--- src/rtl/irq_ctrl.sv ---
// irq_ctrl: memory-mapped interrupt controller for the CPU peripheral bus.
// Synchronises up to six external interrupt requests. Each request is
// latched as edge- or level-triggered, masked, and driven onto the
// registered CPU hwint lines. Software sees four word registers:
//   PEND (+0x0) W1C, MASK (+0x4), EDGE (+0x8), VEC (+0xC, write = ack lowest).
module irq_ctrl #(
    parameter int          N_SRC = 6,
    parameter logic [31:0] BASE  = 32'h0000_7F30
) (
    input  logic             clk,
    input  logic             reset,
    input  logic [N_SRC-1:0] src_irq,
    input  logic [31:0]      pr_a,
    input  logic             pr_we,
    input  logic [31:0]      pr_wd,
    output logic [31:0]      pr_rd,
    output logic [5:0]       hwint,
    output logic             irq_any
);

    // Register indices inside the 16-byte window.
    localparam logic [1:0] REG_PEND = 2'd0;
    localparam logic [1:0] REG_MASK = 2'd1;
    localparam logic [1:0] REG_EDGE = 2'd2;
    localparam logic [1:0] REG_VEC  = 2'd3;

    // Lowest-index set bit of v, returned as {valid, idx[2:0]}.
    function automatic logic [3:0] lowest_set(input logic [N_SRC-1:0] v);
        logic [3:0] r;
        r = 4'b0000;
        // Scan downwards so the lowest set index is the last one written.
        for (int i = N_SRC - 1; i >= 0; i--) begin
            if (v[i]) begin
                r = {1'b1, 3'(i)};
            end else begin
                r = r;
            end
        end
        return r;
    endfunction

    // Zero-extend a source-wide vector to a 32-bit read word.
    function automatic logic [31:0] pad32(input logic [N_SRC-1:0] v);
        logic [31:0] r;
        r = 32'h0000_0000;
        r[N_SRC-1:0] = v;
        return r;
    endfunction

    // State flops
    logic [N_SRC-1:0] s1_q, s2_q, s3_q;
    logic [N_SRC-1:0] pend_q, mask_q, edge_q;
    logic [5:0]       hwint_q;

    // Next-state values
    logic [N_SRC-1:0] s1_d, s2_d, s3_d;
    logic [N_SRC-1:0] pend_d, mask_d, edge_d;
    logic [5:0]       hwint_d;

    // Decode and helper signals
    logic             sel_s;
    logic [1:0]       reg_idx_s;
    logic             wr_pend_s, wr_mask_s, wr_edge_s, wr_vec_s;
    logic [N_SRC-1:0] rise_s;
    logic [N_SRC-1:0] active_s;
    logic [3:0]       vec_s;
    logic             vec_valid_s;
    logic [2:0]       vec_idx_s;
    logic [N_SRC-1:0] ack_s;
    logic [N_SRC-1:0] clr_s;

    // Address bits below the word and write-data bits above the sources
    // are intentionally not decoded.
    logic unused_bits_s;
    assign unused_bits_s = ^{pr_a[1:0], pr_wd};

    // Bus decode: window select, register index and per-register write strobes.
    always_comb begin
        sel_s     = (pr_a[31:4] == BASE[31:4]);
        reg_idx_s = pr_a[3:2];
        wr_pend_s = 1'b0;
        wr_mask_s = 1'b0;
        wr_edge_s = 1'b0;
        wr_vec_s  = 1'b0;
        if (pr_we && sel_s) begin
            case (reg_idx_s)
                REG_PEND: wr_pend_s = 1'b1;
                REG_MASK: wr_mask_s = 1'b1;
                REG_EDGE: wr_edge_s = 1'b1;
                REG_VEC:  wr_vec_s  = 1'b1;
                default:  wr_pend_s = 1'b0;
            endcase
        end else begin
            wr_pend_s = 1'b0;
        end
    end

    // Vector register: lowest enabled pending source.
    always_comb begin
        active_s    = pend_q & mask_q;
        vec_s       = lowest_set(active_s);
        vec_valid_s = vec_s[3];
        vec_idx_s   = vec_s[2:0];
    end

    // Clear requests: PEND write-1 plus a one-hot VEC acknowledge.
    always_comb begin
        ack_s = {N_SRC{1'b0}};
        for (int i = 0; i < N_SRC; i++) begin
            if (wr_vec_s && vec_valid_s && (vec_idx_s == 3'(i))) begin
                ack_s[i] = 1'b1;
            end else begin
                ack_s[i] = 1'b0;
            end
        end
        if (wr_pend_s) begin
            clr_s = pr_wd[N_SRC-1:0] | ack_s;
        end else begin
            clr_s = ack_s;
        end
    end

    // Synchroniser chain; s3 lags s2 by one cycle to detect rising edges.
    always_comb begin
        s1_d   = src_irq;
        s2_d   = s1_q;
        s3_d   = s2_q;
        rise_s = s2_q & ~s3_q;
    end

    // Pending bits: edge sources set on rise (set beats clear),
    // level sources simply track the synchronised input.
    always_comb begin
        pend_d = (edge_q & (rise_s | (pend_q & ~clr_s))) | (~edge_q & s2_q);
    end

    // Software-written MASK and EDGE registers.
    always_comb begin
        if (wr_mask_s) begin
            mask_d = pr_wd[N_SRC-1:0];
        end else begin
            mask_d = mask_q;
        end
        if (wr_edge_s) begin
            edge_d = pr_wd[N_SRC-1:0];
        end else begin
            edge_d = edge_q;
        end
    end

    // CPU interrupt lines: enabled pending bits, upper lines tied low.
    always_comb begin
        hwint_d = 6'b00_0000;
        hwint_d[N_SRC-1:0] = pend_q & mask_q;
    end

    // All state flops, cleared asynchronously while reset is low.
    always_ff @(posedge clk or negedge reset) begin
        if (!reset) begin
            s1_q    <= {N_SRC{1'b0}};
            s2_q    <= {N_SRC{1'b0}};
            s3_q    <= {N_SRC{1'b0}};
            pend_q  <= {N_SRC{1'b0}};
            mask_q  <= {N_SRC{1'b0}};
            edge_q  <= {N_SRC{1'b0}};
            hwint_q <= 6'b00_0000;
        end else begin
            s1_q    <= s1_d;
            s2_q    <= s2_d;
            s3_q    <= s3_d;
            pend_q  <= pend_d;
            mask_q  <= mask_d;
            edge_q  <= edge_d;
            hwint_q <= hwint_d;
        end
    end

    // Combinational read mux; zero outside the decoded window.
    always_comb begin
        pr_rd = 32'h0000_0000;
        if (sel_s) begin
            case (reg_idx_s)
                REG_PEND: pr_rd = pad32(pend_q);
                REG_MASK: pr_rd = pad32(mask_q);
                REG_EDGE: pr_rd = pad32(edge_q);
                REG_VEC:  pr_rd = {vec_valid_s, 28'h000_0000, vec_idx_s};
                default:  pr_rd = 32'h0000_0000;
            endcase
        end else begin
            pr_rd = 32'h0000_0000;
        end
    end

    assign hwint   = hwint_q;
    assign irq_any = |hwint_q;

endmodule

--- config.mk ---
export PLATFORM = sky130hd
export DESIGN_NAME = irq_ctrl
export DESIGN_NICKNAME = d
export VERILOG_FILES = /design/src/rtl/irq_ctrl.sv
export SDC_FILE = /design/constraint.sdc
export NUM_CORES = 1
export LEC_CHECK = 0
export CAP_MARGIN = 15
export CORE_MARGIN = 5
export CORE_UTILIZATION = 36
export CTS_CLUSTER_SIZE = 14
export DETAILED_ROUTE_END_ITERATION = 10
export GPL_ROUTABILITY_DRIVEN = 0
export PLACE_DENSITY = 0.77
export RECOVER_POWER = 25
export SLEW_MARGIN = 10
export SYNTH_ARGS = -nofsm -noshare
export SYNTH_HDL_FRONTEND = slang
export SYNTH_SLANG_ARGS = --single-unit
--- constraint.sdc ---
create_clock -name clk -period 2.05 [get_ports clk]
set_input_delay 0.41 -clock clk [delete_from_list [all_inputs] [get_ports clk]]
set_output_delay 0.41 -clock clk [all_outputs]
set_load 0.02 [all_outputs]
==> Word level (Yosys, flattened, before mapping) <==
Index checks and enable logic that the tools add are counted.
W data, S select, Z words.
{ "totals": {"ff_bits": 42, "input_bits": 73, "output_inout_bits": 39, "elab_cells": 61} }
{ "op_classes": {"n_eq_ne": 9, "n_mux": 23, "bitwise": 11, "n_reduce_logical": 11} }
{ "op_table": {"columns": ["cell", "n"], "rows": [
  ["$pmux W32 S4", 1],
  ["$mux W32", 1],
  ["$and A6 B6 Y6", 5],
  ["$eq A28 B11 Y1 const B", 1],
  ["$mux W4", 6],
  ["$not A6 Y6", 3],
  ["$or A6 B6 Y6", 3],
  ["$mux W1", 14],
  ["$logic_and A1 B1 Y1", 8],
  ["$eq A3 B2 Y1 const B", 2],
  ["$eq A3 B3 Y1 const B", 2],
  ["$mux W6", 1],
  ["$reduce_or A6 Y1", 1],
  ["$eq A2 B2 Y1 const B", 2],
  ["$eq A3 B1 Y1 const B", 1],
  ["$logic_not A3 Y1", 1],
  ["$eq A2 B1 Y1 const B", 1],
  ["$logic_not A2 Y1", 1]
]} }

==> Longest topological paths before layout <==
{ "logic_depth": {"ltp_word": 17, "ltp_mapped": 6, "ltp_nobuf": 6} }

==> Worst setup path before layout <==
Ideal clock, no wire load.
{ "synth_path": {"kind": "input-to-output", "from": "input pr_a[17]", "to": "output pr_rd[0]", "t_arrival_ns": 2.142, "t_required_ns": 1.640, "slack_ns": -0.502, "cell_stages": 4, "n_path_buf": 0, "cell_sequence": "or4b_4 nor4_4 nand3_1 a311oi_1"} }
{ "synth_between": {"elab_chain_cells": 2} }
{ "synth_lines": {"columns": ["item", "line", "text"], "rows": [
  ["start: declaration", "13", "input logic [31:0] pr_a,"],
  ["$eq A28 B11 Y1", "79", "sel_s = (pr_a[31:4] == BASE[31:4]);"],
  ["$mux W32", "181", "if (sel_s) begin"],
  ["end: declaration", "16", "output logic [31:0] pr_rd,"]
]} }
Every way passes these cells.

==> Worst setup path in the final report <==
{ "layout_path": {"from": "input pr_a[18]", "to": "output pr_rd[31]"} }
The elaborated chain is that of the path after synthesis.

==> impl_metrics.ini <==
[sta]
finalHoldViolCount = 0
rsz0062_at_grt = yes
setup_ws_ps = -281
worst_pin_slew_ps = 1120
skew_ps = 9.23
fmax_ghz = 0.429
finalCriticalPeriod_ps = 2330
post-route-period-util_pct = 114
setup_violations = 21
maxSlewHeadroom_pct = 25.5
drv_slew = 0

[yosys]
syn_area_sq_mm = 0.00212
synth_common_cells = dfrtp_1 (42), buf_4 (25), nand2_1 (20)
synth_area_leaders = dfrtp_1 (50%), buf_4 (8.9%), mux2_4 (8.5%), nand2_1 (3.5%), a21oi_1 (3.1%)
synth_top_area_cell = dfrtp_1
ys_seq_elements = 42
ys_async_sr_fraction_pct = 100
synth_top_area_share_pct = 49.6
synth_cell_types = 37
synth_top_flop_cell = dfrtp_1
synth_seq_area_share_pct = 49.6
synth_most_common_cell = dfrtp_1
syn_inst = 184
synth-edff-count = 0
ys_warn_count = 0
avgSynthCellArea_sq_um = 11.5

[power]
p_per_area_mw_per_mm2 = 484
ir_worst_vdd_mv = 0.268
clockPowerShare_pct = 31.6
leakagePower_uw = 0.00156
p_seq_share_pct = 55.2
p_int_uw = 1180
p_switching_uw = 378
combPwrFrac_pct = 13.2
swShare_pct = 24.2

[setup_path]
slowest_stage = or4_4
cp_cell_sequence = clkdlybuf4s15_1 -> or4_4 -> nor2_4 -> nand3_2 -> buf_6 -> a311oi_4 -> buf_6
crit_path_start_kind = primary input
r2r_cells = 6
cp_top_family = simple AND/OR/NAND/NOR gates
worst-path-buf-inv = 3
timing.rr.end = pend_q[5]
cp.depth = 7
reg2reg_slack_ps = 200
critical_path_arrival_ps = 1920
critPathCapture = pr_rd[31]
criticalPathCategory = in2out
timing.critical_path.mode_cell = buf_6
critPathCaptureType = output port
worstSetupStartpoint = pr_a[18]
max_stage_delay_ps = 520
crit_fanout = 4
cp.required_ps = 1640
r2r-start = pend_q[3]

[place]
dpl_cell_area_sq_mm = 0.00304
numPortBuffers = 58
hpwlAfterDp_microns = 3960

[floorplan]
row_count = 28
die_w_microns = 86.7
core_sq_mm = 0.00582
die_h_microns = 86.7
dieArea_sq_mm = 0.00752
initial_core_util_pct = 36.4
io_pins = 112

[run_status]
status = finished with violations
violations = setup timing

[final_layout]
layout-drive-gt1-share_pct = 36.0
multi_input_area_sq_mm = 0.00105
antenna_cells = 0
num-nets-final = 362
nFillCells = 507
areaGrowthSynthToFinish_pct = 52.2
final-seq-area_sq_mm = 0.00105
final_util_pct = 55.5
stdcell_area_sq_mm = 0.00323

[global_route]
grt_first_pass_wirelength_microns = 8070
grt_util_all_layers_pct = 13.9
antenna_found_initial = 0
grt_max_degree = 24
grt_pass1_vias = 1685
grt.overflow.total = 0

[routing]
drtIter0Drc = 50
vias = 1672
final_antenna_net_count = 0
wl_microns = 5070
wl_per_cell_microns = 13.9
route.detailed.drc = 0
vias_per_cell = 4.59
drt_first_pass_iters = 4

[clock_tree]
htree_levels = 2
cts_tree = yes
clk_latency_ps = 290
clk_pin_slew_worst_paths_ps = 80
cts_buffers = 5
cts.sinks = 42
ctsHoldBuffers = 0
clockBufferDepth = 2
cts_root_buf = clkbuf_8

[worst_hold_path]
hold_path.class = in2async

[job]
maxCapViolations = 0
[power groups by stage]
stage	Combinational [uW]	Clock [uW]	Sequential, uW
final	206	493	861
after global routing	224	552	863
after CTS	204	518	861
after detailed placement	216	0	877
after global placement	212	0	876
after floorplan	120	0	876
[registers in the layout, summed over array words and instances, names as in the netlist]
name and count:
s1_q 6, pend_q 6, hwint 6, s3_q 6
mask_q 6, edge_q 6, s2_q 6
[what timing repair did]
action	4_1_cts	5_1_grt
setup buffers	5	3
endpoints found under the setup margin	25	24
resized for setup	108	9
pin swaps	20	4
[how the worst min path moves through the flow]
stage	to	depth (start not counted)
finish	edge_q[0]	1
global route	s2_q[0]	0
CTS	mask_q[1]	1
detailed placement	s2_q[0]	0
global placement	s2_q[0]	0
floorplan	edge_q[0]	0
[layout make-up]
class	instances	share of cell area (%)
multi-input combinational	129	32.7
sequential	42	32.6
timing repair buffer	103	28.5
tap	75	2.91
clock buffer	7	2.37
inverter	8	0.931
[cells in the final DEF (no fill, tap or decap), drive strengths merged, types with 3 or more instances in the layout]
cell,count
a21oi,13
a22o,4
a311oi,3
buf,59
clkbuf,8
clkdlybuf4s15,3
clkdlybuf4s50,23
conb,25
dfrtp,42
dlygate4sd2,16
inv,8
mux2,12
mux2i,3
nand2,20
nor2,11
nor2b,4
nor4,3
or4,3
[cells by family (layout without fill, tap and decap cells)]
kind of cell / count (synthesis) / after routing / share of synthesized area (%)
AO/OA/AOI/OAI: 29 / 29 / 9.03
buffers and inverters: 37 / 118 / 11.0
other: 1 / 25 / 0.177
multiplexers: 16 / 16 / 11.0
AND/OR/NAND/NOR: 59 / 59 / 19.2
flip-flops: 42 / 42 / 49.6
[through the flow]
stage	setup slack (ps)	hold slack, ps	TNS, ps	instances	power [uW]
after CTS	-290	79.7	-2950	362	1580
after detailed placement	-1170	335	-21870	352	1090
final	-281	308	-3040	364	1560
after global placement	-1150	332	-21210	352	1090
after global routing	-339	354	-3980	364	1640
after floorplan	-305	114	-6510	208	995
[routing by layer]
metal / track usage (%) / vias to the layer above / share of wire, %
met3: 4.28 / 10 / 7.3
met4: 5.67 / 0 / 1.6
li1: - / 802 / -
met5: 0 / - / 0
met1: 17.1 / 802 / 39
met2: 22.5 / 58 / 52
(Power assumes the default switching activity.)
==> RTL change 1 (same settings) <==
Add an input register stage for `src_irq`, `pr_a`, `pr_we` and `pr_wd`, cleared by the reset; this delays them by one clock.
--- a/src/rtl/irq_ctrl.sv
+++ b/src/rtl/irq_ctrl.sv
@@ -25,4 +25,23 @@
     localparam logic [1:0] REG_VEC  = 2'd3;
 
+    logic [N_SRC-1:0] src_irq_q;
+    logic [31:0] pr_a_q;
+    logic pr_we_q;
+    logic [31:0] pr_wd_q;
+
+    always_ff @(posedge clk or negedge reset) begin
+        if (!reset) begin
+            src_irq_q <= '0;
+            pr_a_q    <= '0;
+            pr_we_q   <= '0;
+            pr_wd_q   <= '0;
+        end else begin
+            src_irq_q <= src_irq;
+            pr_a_q    <= pr_a;
+            pr_we_q   <= pr_we;
+            pr_wd_q   <= pr_wd;
+        end
+    end
+
     // Lowest-index set bit of v, returned as {valid, idx[2:0]}.
     function automatic logic [3:0] lowest_set(input logic [N_SRC-1:0] v);
@@ -73,15 +92,15 @@
     // are intentionally not decoded.
     logic unused_bits_s;
-    assign unused_bits_s = ^{pr_a[1:0], pr_wd};
+    assign unused_bits_s = ^{pr_a_q[1:0], pr_wd_q};
 
     // Bus decode: window select, register index and per-register write strobes.
     always_comb begin
-        sel_s     = (pr_a[31:4] == BASE[31:4]);
-        reg_idx_s = pr_a[3:2];
+        sel_s     = (pr_a_q[31:4] == BASE[31:4]);
+        reg_idx_s = pr_a_q[3:2];
         wr_pend_s = 1'b0;
         wr_mask_s = 1'b0;
         wr_edge_s = 1'b0;
         wr_vec_s  = 1'b0;
-        if (pr_we && sel_s) begin
+        if (pr_we_q && sel_s) begin
             case (reg_idx_s)
                 REG_PEND: wr_pend_s = 1'b1;
@@ -115,5 +134,5 @@
         end
         if (wr_pend_s) begin
-            clr_s = pr_wd[N_SRC-1:0] | ack_s;
+            clr_s = pr_wd_q[N_SRC-1:0] | ack_s;
         end else begin
             clr_s = ack_s;
@@ -123,5 +142,5 @@
     // Synchroniser chain; s3 lags s2 by one cycle to detect rising edges.
     always_comb begin
-        s1_d   = src_irq;
+        s1_d   = src_irq_q;
         s2_d   = s1_q;
         s3_d   = s2_q;
@@ -138,10 +157,10 @@
     always_comb begin
         if (wr_mask_s) begin
-            mask_d = pr_wd[N_SRC-1:0];
+            mask_d = pr_wd_q[N_SRC-1:0];
         end else begin
             mask_d = mask_q;
         end
         if (wr_edge_s) begin
-            edge_d = pr_wd[N_SRC-1:0];
+            edge_d = pr_wd_q[N_SRC-1:0];
         end else begin
             edge_d = edge_q;
Behaviour: not the same (Yosys sat finds a counterexample within 4 cycles, from zero or initial values and one cycle with reset low).
==> RTL change 1 against the unedited design <==
- the flow still finishes with violations (setup timing)
- fmax fell by 4.1%
- synthesized area rose by 45%
- setup slack got worse by 0.10 ns
- global-route usage fell by 1.3 points
- design area rose by 36%
- wire length rose by 21%
- sequential cell count rose by 43
- register-to-register slack got worse by 0.48 ns
- count of clock-buffer cells in the layout rose by 2
- total power rose by 110%
- largest cell class is now registers
- highest routed layer unchanged
==> RTL change 1: results (changes against the unedited design) <==
metric,value,unit,change
drive_above_1_share,28.9,%,was 36.0%
violations,setup timing,,unchanged
setup-tns-final,-4.86,ns,was -3.04 ns
clock_latency,0.35,ns,was 0.29 ns
p_sw,0.763,mW,was 0.378 mW
largest-register,pr_a_q,,
dr_wl_met2,3090,um,was 2620 um
finalNetCount,410,,was 362
groute.usage.overall,12.5,%,was 13.9%
grt_max_degree,37,,was 24
n_antenna_cell,0,,unchanged
avgSynthCellArea,13.6,um2,was 11.5 um2
cts_inserted_buffers,9,,was 5
synth_commonest_cells,"dfrtp_1 (85), buf_4 (25), nand2_1 (22)",,"was dfrtp_1 (42), buf_4 (25), nand2_1 (20)"
period_share,119,%,was 114%
finalNonFillerCells,447,,was 364
h-tree-depth,3,,was 2
status,"complete, but fails checks",,unchanged
p_clk,1.22,mW,was 0.493 mW
dp.final_hpwl,4560,um,was 3960 um
seq_area_frac_synth,69.3,%,was 49.6%
place_area,0.00404,mm2,was 0.00304 mm2
fin_skew,0.0146,ns,was 0.00923 ns
setup_ws,-0.381,ns,was -0.281 ns
place_inst,428,,was 352
met3RoutedLength,593,um,was 372 um
vias,2015,,"was 1,672"
ir_drop,408,uV,was 268 uV
finalWirelength,6130,um,was 5070 um
dp_worst_setup_slack,-0.618,ns,was -1.17 ns
largest_register_ff_count,30,,
min_path_type,reg2reg,,was in2async
total_power,3.20,mW,was 1.56 mW
yosys-top-cells-area,"dfrtp_1 (69%), buf_4 (6.1%), mux2_2 (4.8%), nand2_1 (2.7%), a21oi_1 (2.0%)",,"was dfrtp_1 (50%), buf_4 (8.9%), mux2_4 (8.5%), nand2_1 (3.5%), a21oi_1 (3.1%)"
cp_max_fo,2,,was 4
crit_arrival,2.02,ns,was 1.92 ns
grt_pass1_wl,10100,um,was 8070 um
finalSetupViolations,19,,was 21
max_stage_delay,0.38,ns,was 0.52 ns
drtIter0Drc,61,,was 50
power.leakage,2.07,nW,was 1.56 nW
wl_met1,2400,um,was 1990 um
synth_top_flop_cell,dfrtp_1,,unchanged
yosysUniqueCellTypes,32,,was 37
combinationalPowerShare,6.9,%,was 13.2%
slowest_stage,dfrtp_1,,was or4_4
## RTL change 1: layout make-up
| cell class | instances | area, um2 |
|---|---|---|
| fillers | 673 | 3860 |
| flip-flops and latches | 85 | 2130 |
| repair buffers | 104 | 965 |
| multi-input cells | 132 | 943 |
| well taps | 105 | 131 |
| clock buffers | 9 | 124 |
| clock inverters | 7 | 90.1 |
| inverters | 5 | 18.8 |
## RTL change 1: kinds of logic (layout without fill, tap and decap cells)
logic type             count (synthesis)  after routing  synth area share [%]
DFF                                   85             85                  69.3
buffers and inverters                 33            125                  7.14
and+or+nand+nor                       66             66                  12.0
AOI/OAI and AO/OA                     23             23                  4.61
muxes                                 18             18                  6.81
other                                  1             25                 0.122
## RTL change 1: worst register-to-register path: cells and delay by family (launching register included)
family | cells | cell delay [ns]
mux | 1 | 0.30
buf+inv | 3 | 0.48
simple gates | 4 | 1.04
flops | 1 | 0.38
## RTL change 1: per-layer routing
metal,vias to the layer above,global-route usage [%]
li1,943,-
met1,974,15.0
met2,91,20.6
met3,7,4.98
met4,0,4.34
met5,-,0
## RTL change 1: worst paths after layout
check                           start    endpoint  slack, ns  cells past startpoint
max                        pr_a_q[24]    pr_rd[0]      -0.38                      7
min                           s1_d[4]     s1_q[4]       0.35                      0
max reg2reg                pr_a_q[24]   mask_q[0]      -0.28                      8
min reg2reg                   s1_d[4]     s1_q[4]       0.35                      0
max in group asynchronous       reset  pr_wd_q[2]       0.93                      3
min in group asynchronous       reset   pend_q[1]       0.53                      2
## RTL change 1: timing repair
item / CTS / global route
setup endpoints to repair: 20 / 25
resized for setup: 62 / 12
pin swaps: 8 / 5
endpoints found under the hold margin: 31 / 0
buffers inserted: 2 / 1
cloned: 0 / 0
hold buffers: 1 / 0
==> RTL change 2 (same flow settings) <==
Made on the original files. The parameter `N_SRC` goes from 6 to 3.
--- a/src/rtl/irq_ctrl.sv
+++ b/src/rtl/irq_ctrl.sv
@@ -5,5 +5,5 @@
 //   PEND (+0x0) W1C, MASK (+0x4), EDGE (+0x8), VEC (+0xC, write = ack lowest).
 module irq_ctrl #(
-    parameter int          N_SRC = 6,
+    parameter int          N_SRC = 3,
     parameter logic [31:0] BASE  = 32'h0000_7F30
 ) (
Ports: changed (resized src_irq); port bits go from 112 to 109. The function was not compared with the original's and may differ.
==> RTL change 2 against the unedited design <==
- the run still ends with setup timing left
- register-to-register slack improved by 0.45 ns
- sequential share of layout area decreased by 4.0 points
- wire length decreased by 39%
- critical path depth decreased by 1
- setup slack improved by 0.042 ns
- total power decreased by 50%
- design area decreased by 43%
- highest routed layer unchanged
- sequential cell count decreased by 21
- utilization about the same
- synthesized area decreased by 42%
- count of clock-buffer cells in the layout decreased by 4
==> RTL change 2: results (changes against the unedited design) <==
metric,value,unit,change
status,"complete, but fails checks",,unchanged
violations,setup timing,,unchanged
setup_ws,-0.239,ns,was -0.281 ns
p_clk,0.188,mW,was 0.493 mW
power.internal,0.569,mW,was 1.18 mW
synth_top_flop_cell,dfrtp_1,,unchanged
place_area,0.00182,mm2,was 0.00304 mm2
cp_max_fo,4,,unchanged
seq_area_frac_synth,43.0,%,was 49.6%
worst_hold_path.num_cells,0,,
p_seq,0.431,mW,was 0.861 mW
crit_arrival,1.88,ns,was 1.92 ns
holdWs,0.359,ns,was 0.308 ns
cts_buffer_depth,2,,unchanged
dp.final_hpwl,2550,um,was 3960 um
finalSetupViolations,4,,was 21
dr.pass1.iters,4,,unchanged
cts-root-buf,clkbuf_4,,was clkbuf_8
r2r_slack,0.65,ns,was 0.20 ns
synth_commonest_cells,"buf_4 (31), dfrtp_1 (21), nand2_1 (8)",,"was dfrtp_1 (42), buf_4 (25), nand2_1 (20)"
min_path_type,reg2reg,,was in2async
p_sw_share,27.7,%,was 24.2%
viasPerCell,4.61,,was 4.59
synthArstFlopShare,100,%,unchanged
grt_pass1_vias,1067,,"was 1,685"
finalWirelength,3090,um,was 5070 um
drtAntennaViolNets,0,,unchanged
h-tree-depth,1,,was 2
syn_inst,116,,was 184
power.leakage,0.951,nW,was 1.56 nW
ff2ff_path_depth,6,,unchanged
port_buffers,46,,was 58
grt_max_degree,22,,was 24
grt_pass1_wl,4800,um,was 8070 um
yosysUniqueCellTypes,28,,was 37
n_antenna_cell,0,,unchanged
r2r-end,pend_q[2],,was pend_q[5]
fin_skew,0.00137,ns,was 0.00923 ns
fillers,327,,was 507
groute.usage.overall,13.9,%,about the same
maxSlewHeadroom,25.1,%,was 25.5%
cts_inserted_buffers,3,,was 5
finalNonFillerCells,232,,was 364
antenna_found_initial,0,,unchanged
finalNetCount,257,,was 362
start_kind,input port,,unchanged
critPathLaunch,pr_a[31],,was pr_a[18]
ir_drop,336,uV,was 268 uV
drive_above_1_share,33.3,%,was 36.0%
clk_pin_slew,0.11,ns,was 0.08 ns
drtIter0Drc,37,,was 50
rr_startpoint,pend_q[2],,was pend_q[3]
setup-tns-final,-0.604,ns,was -3.04 ns
yosys-top-cells-area,"dfrtp_1 (43%), buf_4 (19%), mux2_2 (5.5%), a211oi_1 (2.5%), nand2_1 (2.5%)",,"was dfrtp_1 (50%), buf_4 (8.9%), mux2_4 (8.5%), nand2_1 (3.5%), a21oi_1 (3.1%)"
hp-start,s1_q[1],,
dp_worst_setup_slack,-1.13,ns,was -1.17 ns
hold_end,s2_q[1],,
RTL change 2: cell count changes in the layout (fill, tap and decap cells not counted), sizes merged, moves of 6 or more:
cell | unedited run | this run
nor2 | 11 | 5
nand2 | 20 | 8
clkdlybuf4s50 | 23 | 8
conb | 25 | 31
dfrtp | 42 | 21
mux2 | 12 | 6
a21oi | 13 | 4
buf | 59 | 37
RTL change 2: layer usage:
layer / part of all wire, % / up-vias / GRT usage, %
met4: 2.4 / 0 / 4.96
met1: 36 / 517 / 14.8
met2: 51 / 53 / 25.6
li1: - / 494 / -
met3: 11 / 6 / 3.94
met5: 0 / - / 0
RTL change 2: worst max path at each step:
stage | end | slack (ns)
after floorplan | pr_rd[31] | -0.17
after global placement | pr_rd[31] | -1.09
after detailed placement | pr_rd[31] | -1.13
after CTS | pr_rd[31] | -0.23
after global routing | pr_rd[31] | -0.28
final | pr_rd[31] | -0.24
RTL change 2: cell type report:
cell class | count | area [um2] | share of cell area [%]
timing repair buffer | 69 | 576 | 31.4
tap | 46 | 57.6 | 3.14
inverter | 4 | 15.0 | 0.818
sequential | 21 | 526 | 28.6
multi-input combinational | 88 | 634 | 34.6
clock inverter | 1 | 5.00 | 0.273
clock buffer | 3 | 22.5 | 1.23
RTL change 2: critical path, stage by stage:
cell and delay (ns):
buf_6 0.09, or4_4 0.54, nor3_4 0.26, nand2_4 0.12
a311oi_4 0.30, buf_6 0.16
RTL change 2: cells by family after synthesis:
kind of cell	share of synthesized area, %
muxes	6.35
other	0.307
DFF	43.0
buffers and inverters	20.9
AOI/OAI and AO/OA	10.1
and+or+nand+nor	19.3
RTL change 2: what timing repair did:
item                                    in CTS  in global routing
setup buffers                                2                  0
pin swaps                                   11                  1
resized for setup                           90                  3
endpoints found under the setup margin      12                  5
